### src/rtl/alu_decode_pkg.sv
// alu_decode_pkg: ALU function codes, funct3/funct7 encodings and buffer states shared by the decode stage.
package alu_decode_pkg;
  localparam logic [3:0] ALU_ADD = 4'd0, ALU_SUB = 4'd1, ALU_AND = 4'd2, ALU_OR = 4'd3, ALU_XOR = 4'd4;
  localparam logic [3:0] ALU_SLT = 4'd5, ALU_SLTU = 4'd6, ALU_SLL = 4'd7, ALU_SRL = 4'd8, ALU_SRA = 4'd9;
  localparam logic [2:0] F3_ADD = 3'b000, F3_SLL = 3'b001, F3_SLT = 3'b010, F3_SLTU = 3'b011;
  localparam logic [2:0] F3_XOR = 3'b100, F3_SR = 3'b101, F3_OR = 3'b110, F3_AND = 3'b111;
  localparam logic [6:0] FUNCT7_ZERO = 7'b0000000, FUNCT7_ALT = 7'b0100000, FUNCT7_MULDIV = 7'b0000001;
  localparam logic [1:0] ST_EMPTY = 2'd0, ST_ONE = 2'd1, ST_FULL = 2'd2;
  function automatic logic [3:0] base_op(input logic [2:0] f3);
    case (f3)
      F3_ADD:  return ALU_ADD;
      F3_SLL:  return ALU_SLL;
      F3_SLT:  return ALU_SLT;
      F3_SLTU: return ALU_SLTU;
      F3_XOR:  return ALU_XOR;
      F3_SR:   return ALU_SRL;
      F3_OR:   return ALU_OR;
      default: return ALU_AND;
    endcase
  endfunction
endpackage

### src/rtl/alu_decode_if.sv
// alu_decode_if: upstream/downstream handshake and decoded-entry bus of the ALU decode stage.
interface alu_decode_if #(
  parameter int FUNCT3_WIDTH = 3,
  parameter int FUNCT7_WIDTH = 7,
  parameter int ALU_FUNCT_WIDTH = 4,
  parameter int TAG_WIDTH = 5,
  parameter int CNT_WIDTH = 8
);
  logic in_valid, in_ready, in_is_imm;
  logic [FUNCT3_WIDTH-1:0] in_funct3;
  logic [FUNCT7_WIDTH-1:0] in_funct7;
  logic [TAG_WIDTH-1:0] in_tag;
  logic out_valid, out_ready, out_is_mul, out_illegal;
  logic [ALU_FUNCT_WIDTH-1:0] out_alu_funct;
  logic [TAG_WIDTH-1:0] out_tag;
  logic [CNT_WIDTH-1:0] illegal_count;
  modport slave (
    input in_valid, in_is_imm, in_funct3, in_funct7, in_tag, out_ready,
    output in_ready, out_valid, out_alu_funct, out_is_mul, out_illegal, out_tag, illegal_count
  );
  modport master (
    output in_valid, in_is_imm, in_funct3, in_funct7, in_tag, out_ready,
    input in_ready, out_valid, out_alu_funct, out_is_mul, out_illegal, out_tag, illegal_count
  );
endinterface

### src/rtl/alu_decode_stage_alu_funct_decode.sv
// alu_funct_decode: combinational funct3/funct7 to ALU code mapping with RV32M and illegal detection.
module alu_funct_decode
  import alu_decode_pkg::*;
#(
  parameter int FUNCT3_WIDTH = 3,
  parameter int FUNCT7_WIDTH = 7,
  parameter int ALU_FUNCT_WIDTH = 4,
  parameter int EN_M = 1
) (
  input  logic                       is_imm,
  input  logic [FUNCT3_WIDTH-1:0]    funct3,
  input  logic [FUNCT7_WIDTH-1:0]    funct7,
  output logic [ALU_FUNCT_WIDTH-1:0] alu_funct,
  output logic                       is_mul,
  output logic                       illegal
);
  logic [ALU_FUNCT_WIDTH-1:0] op;
  always_comb begin
    is_mul = 1'b0;
    illegal = 1'b0;
    op = base_op(funct3);
    if (is_imm) begin
      // funct7 is the immediate here, so only the shift encodings constrain it
      illegal = (funct3 == F3_SLL && funct7 != FUNCT7_ZERO) ||
                (funct3 == F3_SR && funct7 != FUNCT7_ZERO && funct7 != FUNCT7_ALT);
      op = (funct3 == F3_SR && funct7 == FUNCT7_ALT) ? ALU_SRA : base_op(funct3);
    end else if (funct7 == FUNCT7_ALT) begin
      illegal = funct3 != F3_ADD && funct3 != F3_SR;
      op = funct3 == F3_ADD ? ALU_SUB : ALU_SRA;
    end else if (funct7 == FUNCT7_MULDIV && EN_M != 0) begin
      is_mul = 1'b1;
      op = {1'b0, funct3};
    end else begin
      illegal = funct7 != FUNCT7_ZERO;
    end
  end
  assign alu_funct = illegal ? ALU_ADD : op;
endmodule

### src/rtl/alu_decode_stage.sv
// alu_decode_stage: registered ALU decode with a 2-entry skid buffer and a saturating illegal-encoding counter.
module alu_decode_stage
  import alu_decode_pkg::*;
#(
  parameter int FUNCT3_WIDTH = 3,
  parameter int FUNCT7_WIDTH = 7,
  parameter int ALU_FUNCT_WIDTH = 4,
  parameter int EN_M = 1,
  parameter int TAG_WIDTH = 5,
  parameter int CNT_WIDTH = 8
) (
  input logic clk,
  input logic rst_n,
  input logic flush,
  alu_decode_if.slave bus
);
  localparam int EW = ALU_FUNCT_WIDTH + 2 + TAG_WIDTH;
  logic [1:0] state, next_state;
  logic [EW-1:0] dec, out_q, skid_q;
  logic [ALU_FUNCT_WIDTH-1:0] d_funct;
  logic d_mul, d_ill, accept, drain, load_out;
  logic [CNT_WIDTH-1:0] count;
  alu_funct_decode #(
    .FUNCT3_WIDTH(FUNCT3_WIDTH), .FUNCT7_WIDTH(FUNCT7_WIDTH),
    .ALU_FUNCT_WIDTH(ALU_FUNCT_WIDTH), .EN_M(EN_M)
  ) u_dec (
    .is_imm(bus.in_is_imm), .funct3(bus.in_funct3), .funct7(bus.in_funct7),
    .alu_funct(d_funct), .is_mul(d_mul), .illegal(d_ill)
  );
  assign dec = {d_funct, d_mul, d_ill, bus.in_tag};
  assign bus.in_ready = state != ST_FULL;
  assign bus.out_valid = state != ST_EMPTY;
  assign accept = bus.in_valid & bus.in_ready & ~flush;
  assign drain = bus.out_valid & bus.out_ready;
  assign load_out = accept & (state == ST_EMPTY | (state == ST_ONE & drain));
  assign {bus.out_alu_funct, bus.out_is_mul, bus.out_illegal, bus.out_tag} = out_q;
  assign bus.illegal_count = count;
  always_comb begin
    next_state = state == ST_EMPTY ? (accept ? ST_ONE : ST_EMPTY) :
                 state == ST_ONE   ? (accept & ~drain ? ST_FULL : ~accept & drain ? ST_EMPTY : ST_ONE) :
                 state == ST_FULL  ? (drain ? ST_ONE : ST_FULL) : ST_EMPTY;
  end
  always_ff @(posedge clk or negedge rst_n) begin
    if (!rst_n) begin
      state <= ST_EMPTY;
      out_q <= '0;
      skid_q <= '0;
      count <= '0;
    end else begin
      state <= flush ? ST_EMPTY : next_state;
      out_q <= (state == ST_FULL & drain) ? skid_q : load_out ? dec : out_q;
      skid_q <= (state == ST_ONE & accept & ~drain) ? dec : skid_q;
      if (accept & d_ill & ~&count) count <= count + 1'b1;
    end
  end
endmodule

### src/flat_wrapper.sv
// flat-port wrapper written by rule: the top's interface ports become plain ports
module alu_decode_stage_flat import alu_decode_pkg::*;
#(
  parameter int FUNCT3_WIDTH = 3,
  parameter int FUNCT7_WIDTH = 7,
  parameter int ALU_FUNCT_WIDTH = 4,
  parameter int EN_M = 1,
  parameter int TAG_WIDTH = 5,
  parameter int CNT_WIDTH = 8
)
  (clk, rst_n, flush, bus_in_valid, bus_in_is_imm, bus_in_funct3, bus_in_funct7, bus_in_tag, bus_out_ready, bus_in_ready, bus_out_valid, bus_out_alu_funct, bus_out_is_mul, bus_out_illegal, bus_out_tag, bus_illegal_count);
  alu_decode_if #(.FUNCT3_WIDTH(FUNCT3_WIDTH), .FUNCT7_WIDTH(FUNCT7_WIDTH), .ALU_FUNCT_WIDTH(ALU_FUNCT_WIDTH), .TAG_WIDTH(TAG_WIDTH), .CNT_WIDTH(CNT_WIDTH)) bus_i ();
  input logic clk;
  input logic rst_n;
  input logic flush;
  input wire logic [$bits(bus_i.in_valid)-1:0] bus_in_valid;
  input wire logic [$bits(bus_i.in_is_imm)-1:0] bus_in_is_imm;
  input wire logic [$bits(bus_i.in_funct3)-1:0] bus_in_funct3;
  input wire logic [$bits(bus_i.in_funct7)-1:0] bus_in_funct7;
  input wire logic [$bits(bus_i.in_tag)-1:0] bus_in_tag;
  input wire logic [$bits(bus_i.out_ready)-1:0] bus_out_ready;
  output wire logic [$bits(bus_i.in_ready)-1:0] bus_in_ready;
  output wire logic [$bits(bus_i.out_valid)-1:0] bus_out_valid;
  output wire logic [$bits(bus_i.out_alu_funct)-1:0] bus_out_alu_funct;
  output wire logic [$bits(bus_i.out_is_mul)-1:0] bus_out_is_mul;
  output wire logic [$bits(bus_i.out_illegal)-1:0] bus_out_illegal;
  output wire logic [$bits(bus_i.out_tag)-1:0] bus_out_tag;
  output wire logic [$bits(bus_i.illegal_count)-1:0] bus_illegal_count;
  assign bus_i.in_valid = bus_in_valid;
  assign bus_i.in_is_imm = bus_in_is_imm;
  assign bus_i.in_funct3 = bus_in_funct3;
  assign bus_i.in_funct7 = bus_in_funct7;
  assign bus_i.in_tag = bus_in_tag;
  assign bus_i.out_ready = bus_out_ready;
  assign bus_in_ready = bus_i.in_ready;
  assign bus_out_valid = bus_i.out_valid;
  assign bus_out_alu_funct = bus_i.out_alu_funct;
  assign bus_out_is_mul = bus_i.out_is_mul;
  assign bus_out_illegal = bus_i.out_illegal;
  assign bus_out_tag = bus_i.out_tag;
  assign bus_illegal_count = bus_i.illegal_count;
  alu_decode_stage #(.FUNCT3_WIDTH(FUNCT3_WIDTH), .FUNCT7_WIDTH(FUNCT7_WIDTH), .ALU_FUNCT_WIDTH(ALU_FUNCT_WIDTH), .EN_M(EN_M), .TAG_WIDTH(TAG_WIDTH), .CNT_WIDTH(CNT_WIDTH)) u_core (.clk(clk), .rst_n(rst_n), .flush(flush), .bus(bus_i));
endmodule
### config.mk
export PLATFORM = sky130hd
export DESIGN_NAME = alu_decode_stage_flat
export DESIGN_NICKNAME = d
export VERILOG_FILES = /design/src/rtl/alu_decode_pkg.sv /design/src/rtl/alu_decode_if.sv /design/src/rtl/alu_decode_stage_alu_funct_decode.sv /design/src/rtl/alu_decode_stage.sv /design/src/flat_wrapper.sv
export SDC_FILE = /design/constraint.sdc
export NUM_CORES = 1
export LEC_CHECK = 0
export ABC_AREA = 1
export ABC_CLOCK_PERIOD_IN_PS = 2200
export CAP_MARGIN = 20
export CELL_PAD_IN_SITES_DETAIL_PLACEMENT = 2
export CELL_PAD_IN_SITES_GLOBAL_PLACEMENT = 2
export CORE_ASPECT_RATIO = 0.9
export CORE_MARGIN = 5
export CORE_UTILIZATION = 30
export DETAILED_ROUTE_END_ITERATION = 6
export HOLD_SLACK_MARGIN = 0.15
export PLACE_DENSITY = 0.95
export SLEW_MARGIN = 20
export SYNTH_ARGS = -nofsm -noshare
export SYNTH_HDL_FRONTEND = slang
export SYNTH_HIERARCHICAL = 1
export SYNTH_SLANG_ARGS = --single-unit
### constraint.sdc
create_clock -name clk -period 2.2 [get_ports clk]
set_input_delay 0.44 -clock clk [delete_from_list [all_inputs] [get_ports clk]]
set_output_delay 0.44 -clock clk [all_outputs]
set_load 0.05 [all_outputs]
* Word-level counts from Yosys, hierarchy flattened
Index checks and enable logic that the tools add are counted.
** Word-level totals
- Logic and storage cells :: 71
- Bits of input ports :: 21
- Output and inout bits :: 21
- Bits in registers :: 32
** Cells by class
- Bitwise operators :: 16
- $add $sub $neg :: 1
- Mux-type cells :: 23
- Reduce and logical (&&, ||, !) cells :: 14
- Equality and inequality tests :: 13
** Operators by type and width (count)
- one-hot mux 4 bit (7 select lines) :: 1
- 2-to-1 mux 4 bit :: 6
- 2-to-1 mux 11 bit :: 2
- AND 1 bit :: 12
- 2-to-1 mux 2 bit :: 6
- == test 3 bit, second input constant :: 3
- adder 8 x 1 -> 8 bit, second input constant :: 1
- 2-to-1 mux 1 bit :: 8
- AND reduction 8 bit :: 1
- == test 7 x 1 -> 1 bit, second input constant :: 1
- == test 7 x 6 -> 1 bit, second input constant :: 1
- != test 7 x 6 -> 1 bit, second input constant :: 1
- nonzero test 7 bit :: 1
- == test 3 x 2 -> 1 bit, second input constant :: 2
- logical AND 1 bit :: 5
- nonzero test 2 bit :: 2
- == test 3 x 1 -> 1 bit, second input constant :: 1
- zero test 3 bit :: 1
- != test 3 bit, second input constant :: 1
- inverter 1 bit :: 3
- nonzero test 3 bit :: 1
- == test 2 x 1 -> 1 bit, second input constant :: 1
- == test 2 bit, second input constant :: 1
- zero test 2 bit :: 1
- 4 further kinds :: 4

* Longest topological paths before layout
- Depth in word-level cells :: 10
- Depth in mapped cells :: 13
- Depth with buffers taken out :: 13

* Modules after synthesis
Netlist, hierarchy kept.
** Modules (own cells, without submodules)
- alu_decode_stage :: times used 1, cells an instance 220, seq. area each 800.8 µm², area each 1667.8 µm²
- alu_funct_decode :: times used 1, cells an instance 75, seq. area each 0.0 µm², area each 367.9 µm²

* Least setup slack after synthesis
OpenSTA, ideal clock, no wires.
- Path type :: reg2reg
- Start point :: register u_core.count[1], in the netlist u_core/bus.illegal_count[1]
- End point :: register u_core.count[6], in the netlist u_core/bus.illegal_count[6]
- Path buffers :: 0
- Slack :: 0.651 ns
- Data required time :: 2.082 ns
- Period minus slack after synthesis :: 1.549 ns
- Setup time :: 0.118 ns
- Arrival :: 1.431 ns
- Cell stages (with the launch flop) :: 7
- Path through :: dfrtp_1 -> ha_1 -> nand3_1 -> nor2_1 -> nor2_4 -> nand2_1 -> nand2_1
** On the way
- Longest elaborated chain between the ends :: 3
- Elaborated cells between the ends (all ways) :: 4
- Classes of those cells :: add/sub (1); bitwise (1); reduce/logical (2)
** RTL lines
- start, declared :: RTL line alu_decode_stage.sv:22 : logic [CNT_WIDTH-1:0] count;
- start signal, assigned :: RTL line alu_decode_stage.sv:53 : if (accept & d_ill & ~&count) count <= count + 1'b1;
- branches (longest 3 deep; another with adder 8 x 1 -> 8 bit)
Parallel ways; which one is timed is not known.
A chain may end at the register's enable or synchronous reset.

* Worst setup path after layout
- Start point :: input port bus_out_ready
- End point :: register u_core.skid_q[10]
** On the way
- Longest elaborated chain between the ends :: 3
** RTL lines
- start, declared :: RTL line flat_wrapper.sv:21 : input wire logic [$bits(bus_i.out_ready)-1:0] bus_out_ready;
- AND 1 bit :: RTL line alu_decode_stage.sv:34 : assign drain = bus.out_valid & bus.out_ready;
- inverter 1 bit :: RTL line alu_decode_stage.sv:52 : skid_q <= (state == ST_ONE & accept & ~drain) ? dec : skid_q;
- AND 1 bit :: RTL line alu_decode_stage.sv:52
- end signal, assigned :: RTL line alu_decode_stage.sv:52
- end, declared :: RTL line alu_decode_stage.sv:19 : logic [EW-1:0] dec, out_q, skid_q;
Every way passes these cells.

==> results <==
- Clock-pin slew was measured on the worst setup and hold paths at about 0.070 ns.
- The total number of clock tree sinks is 32.
- In this run, synthesis produced a sequential element count of 32.
- Max-cap violations in this run came to 0.
- For this run, the detailed router's first-pass iteration total came to 4.
- From left edge to right edge, the die measures between 90 and 100 um.
- The post-synthesis instance area is between 2000 and 2500 um2.
- The clock latency of the later-clocked register in the worst-skew pair is roughly 0.29 ns.
- Global routing used ~18% of the available tracks.
- For this block, the initial DRC count from the detailed router was 70.
- The count of buffers added on input and output ports is 41.
- The total number of vias is around 2100.
- The via count of the first global-routing pass came to between 2000 and 2500.
- The number of rows in the core area is 28.
- The initial cell density of the core is 30.9%.
- The worst path uses between 90 and 100% of the clock period.
- The dominant register cell in the synthesized netlist is dfrtp_1.
- The pin count of the biggest net entering global routing is 33.
- Multiplexer cells account for 0% of the synthesized area.
- For the final database, setup skew stands at ~0.006 ns.
- The number of cells upsized or downsized after cts is 0.
- The critical path endpoint category is a flop.
- Based on the critical path, the design can be clocked at up to between 400 and 500 MHz.
- In this run the count of I/O pins placed on the die edge is 42.
- The synthesized design devotes to its leading area cell type between 30% and 40% of total area.
- The worst IR drop on VDD is 0.255 mV.
- Post-CTS timing repair inserted 0 buffers for setup.
- The library cell used most frequently in the layout, excluding fill and tap cells, is nand2_1.
- The share of final-layout standard cells stronger than drive strength 1 is 14.9%.
- The family with the most delay on the worst path is simple AND/OR/NAND/NOR gates.
- A synthesized cell averages ~6.9 um2.
- The time the worst path needs with I/O delays and setup is ~2.1 ns.
- The wire length of the first global-routing pass is 12100 um.
- The sum of negative setup slack is 0 ns.
- The count of non-filler cells in the finished layout is 432.
- The share of the core filled with cells in the final layout is slightly above 40%.
- The total overflow reported by the global router is 0.
- The launching element type of the critical path is an input pin.
- The largest area contributor in the netlist is dfrtp_1.
- The count of buffering cells on the critical path with inverters included is 2.
- The number of clock buffers inserted by TritonCTS is 5.
- Synthesis instantiated 24 different standard cells from the library.
- The cell that appears most often on the critical path is nand2_1.
- The number of antenna diodes is 0.
- Leaving out fill and tap cells, the most frequent cells in the layout are 142 x nand2_1, 39 x clkdlybuf4s50_1, 38 x nand3_1.
- The main combinational cell family by area after synthesis is simple AND/OR/NAND/NOR gates.
- By area the synthesized netlist is led by dfrtp_1 39%, nand2_1 26%, nand3_1 9.3%.
- The area growth from synthesis to layout is 30.7%.
- By startpoint and endpoint, the worst setup path is classified as input pin to flop.
- The floorplan step defined a die boundary enclosing between 8000 and 9000 um2.
- The run finished with clean final reports.
- The number of buffers between clock root and the deepest sink is 2.
- TritonCTS built the clock tree.
- Setup violations remaining at the end of the flow were counted as 0.
- Once detail routing completed, the nets flagged for antenna violations numbered 0.
- The congestion estimate from routability-driven global placement came to between 0.7 and 0.8.
- After detailed placement, the total cell area comes to ~2500 um2.
- The die height is between 80 and 90 um.
- After floorplanning, the core was sized to cover approximately 6600 um2.
- The number of antenna violations at the first check in global routing is 0.
- The clock tree synthesis step divided the H-tree into 2 levels.
- Wires add up to 7070 um.
- The analysis attributes to cell leakage a power of 1.38 nW.
- The hold violation count in the final report was 0.
- The xor and xnor fraction of the mapped netlist area is 1.29%.
- The filler cell count in the final layout is approximately 800.
- For this run, asynchronously set or reset flops after synthesis account for between 90% and 100%.
- The signal on the critical path passes through clkdlybuf4s50_1 > inv_1 > nand2_2 > nor2_2 > nand2_1 > nand2_1 > nand2_1.
- The number of vias per cell after detailed routing is 4.84.
- The combined flip-flop and latch cell area is 801 um2.
- For the worst setup path, the data required time is about 2.4 ns.
- Data on the critical path arrives at its endpoint at roughly 2.2 ns.
- The net count of the finished layout is 363.
- The worst slew margin relative to its limit is between 60% and 70%.
- In the final layout, the multi-input gates occupy around 1100 um2.
- The tree is rooted in a clkbuf_8.
- The area fraction in compound gates after synthesis is approximately 1.5%.
- The max-slew violation total from the final report is 0.
- After routing the design area is around 2700 um2.
- Summed over all nets, the half-perimeter wirelength after detailed placement is a little over 5000 um.
- Buffers inserted to repair hold after CTS numbered 0.
- Synthesis produced a netlist with a net count of ~320.
- The portion of the post-synthesis area used by sequential elements is approximately two fifths.
- The number of enable flip-flop cells after synthesis is 0.
- The top fanout value on the critical path is 12.
- The number of remaining DRC errors is 0.
- For this run, the slowest stage of the critical path takes 0.45 ns.
- In the final routed layout, each cell accounts on average for roughly 16 um.
- Counting tap cells, the placed design contains a total of around 420 instances.
- After technology mapping, the gate count stands at a little under 300.
- The slew at the pin with the worst max-slew slack is roughly 0.53 ns.
- The slowest library cell on the worst path is clkdlybuf4s50_1.
- Dividing total power by cell area gives a power density of 776 nW/um2.
- Setup repair after global routing left no endpoint under its margin.
- The synthesized netlist devotes just under 50% of its cell area to simple gates.
- Of the total synthesized cell area, the portion taken by full adders, half adders and majority gates is less than 1%.
- The kind of path behind the tightest hold check is flop to flop.
- The Yosys step of the flow raised 6 warnings.
-- cell usage after synthesis, drive strengths merged, types with 2 or more instances --
cell and instances:
buf 7, nor2 23, inv 26, nand2 152, nand3 43, o21ai 3
xnor2 2, dfrtp 32
-- final cells by class --
| cell class | count | share of cell area, % |
|---|---|---|
| multi-input combinational | 229 | 40.3 |
| sequential | 32 | 30.1 |
| timing repair buffer | 47 | 16.9 |
| tap | 90 | 4.23 |
| inverter | 26 | 3.67 |
| clock buffer | 7 | 3.62 |
| clock inverter | 1 | 1.13 |
-- logic make-up after synthesis --
logic type / after synthesis
AOI/OAI and AO/OA: 5
xor gates and xnor gates: 3
adders and majority gates: 1
buffers and inverters: 34
DFF: 32
and+or+nand+nor: 220
-- power breakdown --
part           leakage, nW  switching, mW  total, mW  internal [mW]
clock               0.0645          0.228      0.628          0.400
combinational        0.890          0.434      0.661          0.228
sequential           0.422         0.0959      0.777          0.681
total                 1.38          0.758       2.07           1.31
-- sequential cells by signal, summed over array words and instances, names as in the netlist --
signal	cells
u_core/out_q	11
u_core/skid_q	11
u_core/bus.illegal_count	8
u_core/state	2
-- worst min-delay path, cell delays in order, from the launching register on --
cell and delay, ns:
dfrtp_1 0.36, nand2_1 0.06, nand2_1 0.06
-- final timing paths --
kind	from	end	slack, ns	cells past startpoint
max in group asynchronous	rst_n	u_core/bus.illegal_count[0]	1.33	2
worst max-delay path	bus_out_ready	u_core/skid_q[10]	0.15	7
worst min-delay path	u_core/skid_q[8]	u_core/skid_q[8]	0.51	2
min in group asynchronous	rst_n	u_core/skid_q[6]	0.55	2
worst max register to register	u_core/state[1]	u_core/skid_q[10]	0.38	4
worst min register to register	u_core/skid_q[8]	u_core/skid_q[8]	0.51	2
-- metal layers --
layer / part of all wire [%] / up-vias / track usage, %
li1: - / 997 / -
met1: 43 / 1041 / 20.4
met2: 52 / 40 / 32.8
met3: 2.9 / 12 / 3.34
met4: 2.1 / 0 / 6.12
met5: 0 / - / 0
-- through the flow --
step | setup WS, ns | power, mW | hold slack [ns]
3_5_place_dp | -0.0860 | 1.44 | 0.468
5_1_grt | 0.0142 | 2.18 | 0.527
4_1_cts | 0.138 | 2.09 | 0.508
2_1_floorplan | 0.651 | 1.17 | 0.144
6_report | 0.149 | 2.07 | 0.509
3_3_place_gp | 0.0226 | 1.40 | 0.456
No activity file was read; power rests on OpenSTA's default activity.
==> edit, RTL diff (config.mk and constraints unchanged) <==
`CNT_WIDTH` is set to 8 in 3 places; all go to 7.
--- a/src/rtl/alu_decode_if.sv
+++ b/src/rtl/alu_decode_if.sv
@@ -5,5 +5,5 @@
   parameter int ALU_FUNCT_WIDTH = 4,
   parameter int TAG_WIDTH = 5,
-  parameter int CNT_WIDTH = 8
+  parameter int CNT_WIDTH = 7
 );
   logic in_valid, in_ready, in_is_imm;
--- a/src/rtl/alu_decode_stage.sv
+++ b/src/rtl/alu_decode_stage.sv
@@ -8,5 +8,5 @@
   parameter int EN_M = 1,
   parameter int TAG_WIDTH = 5,
-  parameter int CNT_WIDTH = 8
+  parameter int CNT_WIDTH = 7
 ) (
   input logic clk,
--- a/src/flat_wrapper.sv
+++ b/src/flat_wrapper.sv
@@ -7,5 +7,5 @@
   parameter int EN_M = 1,
   parameter int TAG_WIDTH = 5,
-  parameter int CNT_WIDTH = 8
+  parameter int CNT_WIDTH = 7
 )
   (clk, rst_n, flush, bus_in_valid, bus_in_is_imm, bus_in_funct3, bus_in_funct7, bus_in_tag, bus_out_ready, bus_in_ready, bus_out_valid, bus_out_alu_funct, bus_out_is_mul, bus_out_illegal, bus_out_tag, bus_illegal_count);
Interface: changed (resized bus_illegal_count); port bits go from 42 to 41. No check against the original RTL was run, so the function may have changed too.
==> edit against the unedited design <==
Worst setup slack worse by 0.0079 ns; largest cell class unchanged; sequential cell count down 1; highest routed layer unchanged; cell area down 4.8%; routed wire length up 1.8%; power down 8.9%; register-to-register slack better by 0.18 ns; critical endpoint is now bus_illegal_count[2]; synthesized area down 5.4%; fmax down 0.38%; hold slack worse by 0.035 ns; die area down 4.8%.
==> edit: results (changes against the unedited design) <==
run status=completed; worst slew pin tran=0.537 ns (+0.0108 ns); Post-DP Area=0.00244 mm^2 (-3.7%); met1 Use GR=23.5% (+3.0 points); largest net degree at the start of global routing=32 (-3.0%); crit path from=u_core/bus.illegal_count[2]; worst r2r src=u_core/bus.illegal_count[1]; Critical Path Fanout Max=6 (-6); worst reg2reg setup slack=0.56 ns (+0.18 ns); Seq/Total Area, Yosys=40.3% (+0.95 points); global-route wire length before repair=12100 um (-0.51%); Buffers on Ports=40 (-2.4%); layout cells sized above 1=15.5% (+0.64 points); drt total wl=7190 um (+1.8%); detailed-route via count=2005 (-4.1%); Setup Skew=0.00331 ns (-0.00271 ns); initial DRC count=61 (-13%); Switching Fraction=39.9% (+3.2 points); All-Layer GR Usage=19.1% (+1.5 points); Syn Nets=303 (-4.4%); synth top area cells=dfrtp_1 40%, nand2_1 26%, nand3_1 10%; Lkg Pwr=1.31 nW (-4.6%); M2 GR Usage=34.0% (+1.1 points); GP Congestion=0.798 (+4.5%); R2R depth=7 (+3); met3 Usage GRT=3.77% (+0.43 points); synth cell count leaders=131 x nand2_1, 40 x nand3_1, 31 x dfrtp_1; Ant. Diodes=0 (unchanged); Worst VDD drop=0.313 mV (+22%); reg-to-reg critical path endpoint=u_core/bus.illegal_count[3]; family with the most delay on the worst path=buffers and inverters; crit path DAT=1.62 ns (-0.59 ns); buffers from clock root to sink, at most=2 (unchanged); end point of the critical path=bus_illegal_count[2]; Worst path max stage delay=0.86 ns (+0.41 ns); final net count=350 (-3.6%); HPWL Detailed=5620 um (+11%)
[edit: cell count changes after synthesis, moves of 2 or more]
cell | before | now
inv_2 | 7 | 9
nor2_2 | 8 | 6
inv_1 | 19 | 16
nand3_1 | 38 | 40
buf_6 | 3 | 1
nand3_2 | 4 | 2
nor2_1 | 10 | 13
buf_2 | 3 | 5
nand2_1 | 142 | 131
[edit: worst min path at each step]
stage / slack, ns / start / to / depth (start not counted)
finish: 0.47 / u_core/skid_q[3] / u_core/skid_q[3] / 2
CTS: 0.48 / u_core/skid_q[3] / u_core/skid_q[3] / 2
detailed placement: 0.46 / u_core/skid_q[3] / u_core/skid_q[3] / 2
global route: 0.50 / u_core/skid_q[3] / u_core/skid_q[3] / 2
global placement: 0.45 / u_core/skid_q[10] / u_core/skid_q[10] / 2
floorplan: 0.14 / rst_n / u_core/bus.illegal_count[0] / 0
[edit: kinds of logic (layout without fill, tap and decap cells)]
| group | count (synthesis) | in the layout | share of synthesized area, % |
|---|---|---|---|
| simple gates | 208 | 208 | 48.8 |
| buf+inv | 33 | 80 | 7.34 |
| flops | 31 | 31 | 40.3 |
| compound gates | 5 | 5 | 1.56 |
| xor+xnor | 3 | 3 | 1.36 |
| fa+ha+maj | 1 | 1 | 0.650 |
[edit: final cells by class]
class | instances | area, um^2
multi-input cells | 217 | 1010
repair buffers | 48 | 455
well taps | 87 | 109
clock buffers | 6 | 82.6
inverters | 25 | 93.8
fillers | 745 | 3650
clock inverters | 1 | 5.00
flip-flops and latches | 31 | 776
[edit: power by group through the flow]
stage | Clock, mW | Sequential [mW] | Combinational (mW)
after floorplan | 0 | 0.945 | 0.196
after global placement | 0 | 0.755 | 0.624
after detailed placement | 0 | 0.769 | 0.669
after CTS | 0.473 | 0.759 | 0.675
after global routing | 0.503 | 0.773 | 0.717
final | 0.459 | 0.758 | 0.666
[edit: repair_timing]
action	CTS	global route
gates resized for setup	0	1
setup buffers	0	0
setup endpoints to repair	0	6
[edit: tightest hold or removal path, cell delays in order, from the launching register on]
cell and delay, ns:
dfrtp_1 0.34, nand2_1 0.06, nand2_1 0.05
[edit: routing by layer]
metal | share of wire, % | up-vias
met5 | 0 | -
met4 | 1.5 | 0
met3 | 3.4 | 11
met2 | 52 | 43
met1 | 43 | 991
li1 | - | 960
[edit: stage by stage]
stage | setup TNS (ns) | worst slack (ns) | hold slack, ns | cells
floorplan | 0 | 0.615 | 0.144 | 281
global placement | 0 | 0.0764 | 0.454 | 408
detailed placement | -0.999 | -0.193 | 0.459 | 408
CTS | 0 | 0.0858 | 0.476 | 415
global route | 0 | 0.0183 | 0.498 | 415
finish | 0 | 0.141 | 0.474 | 415
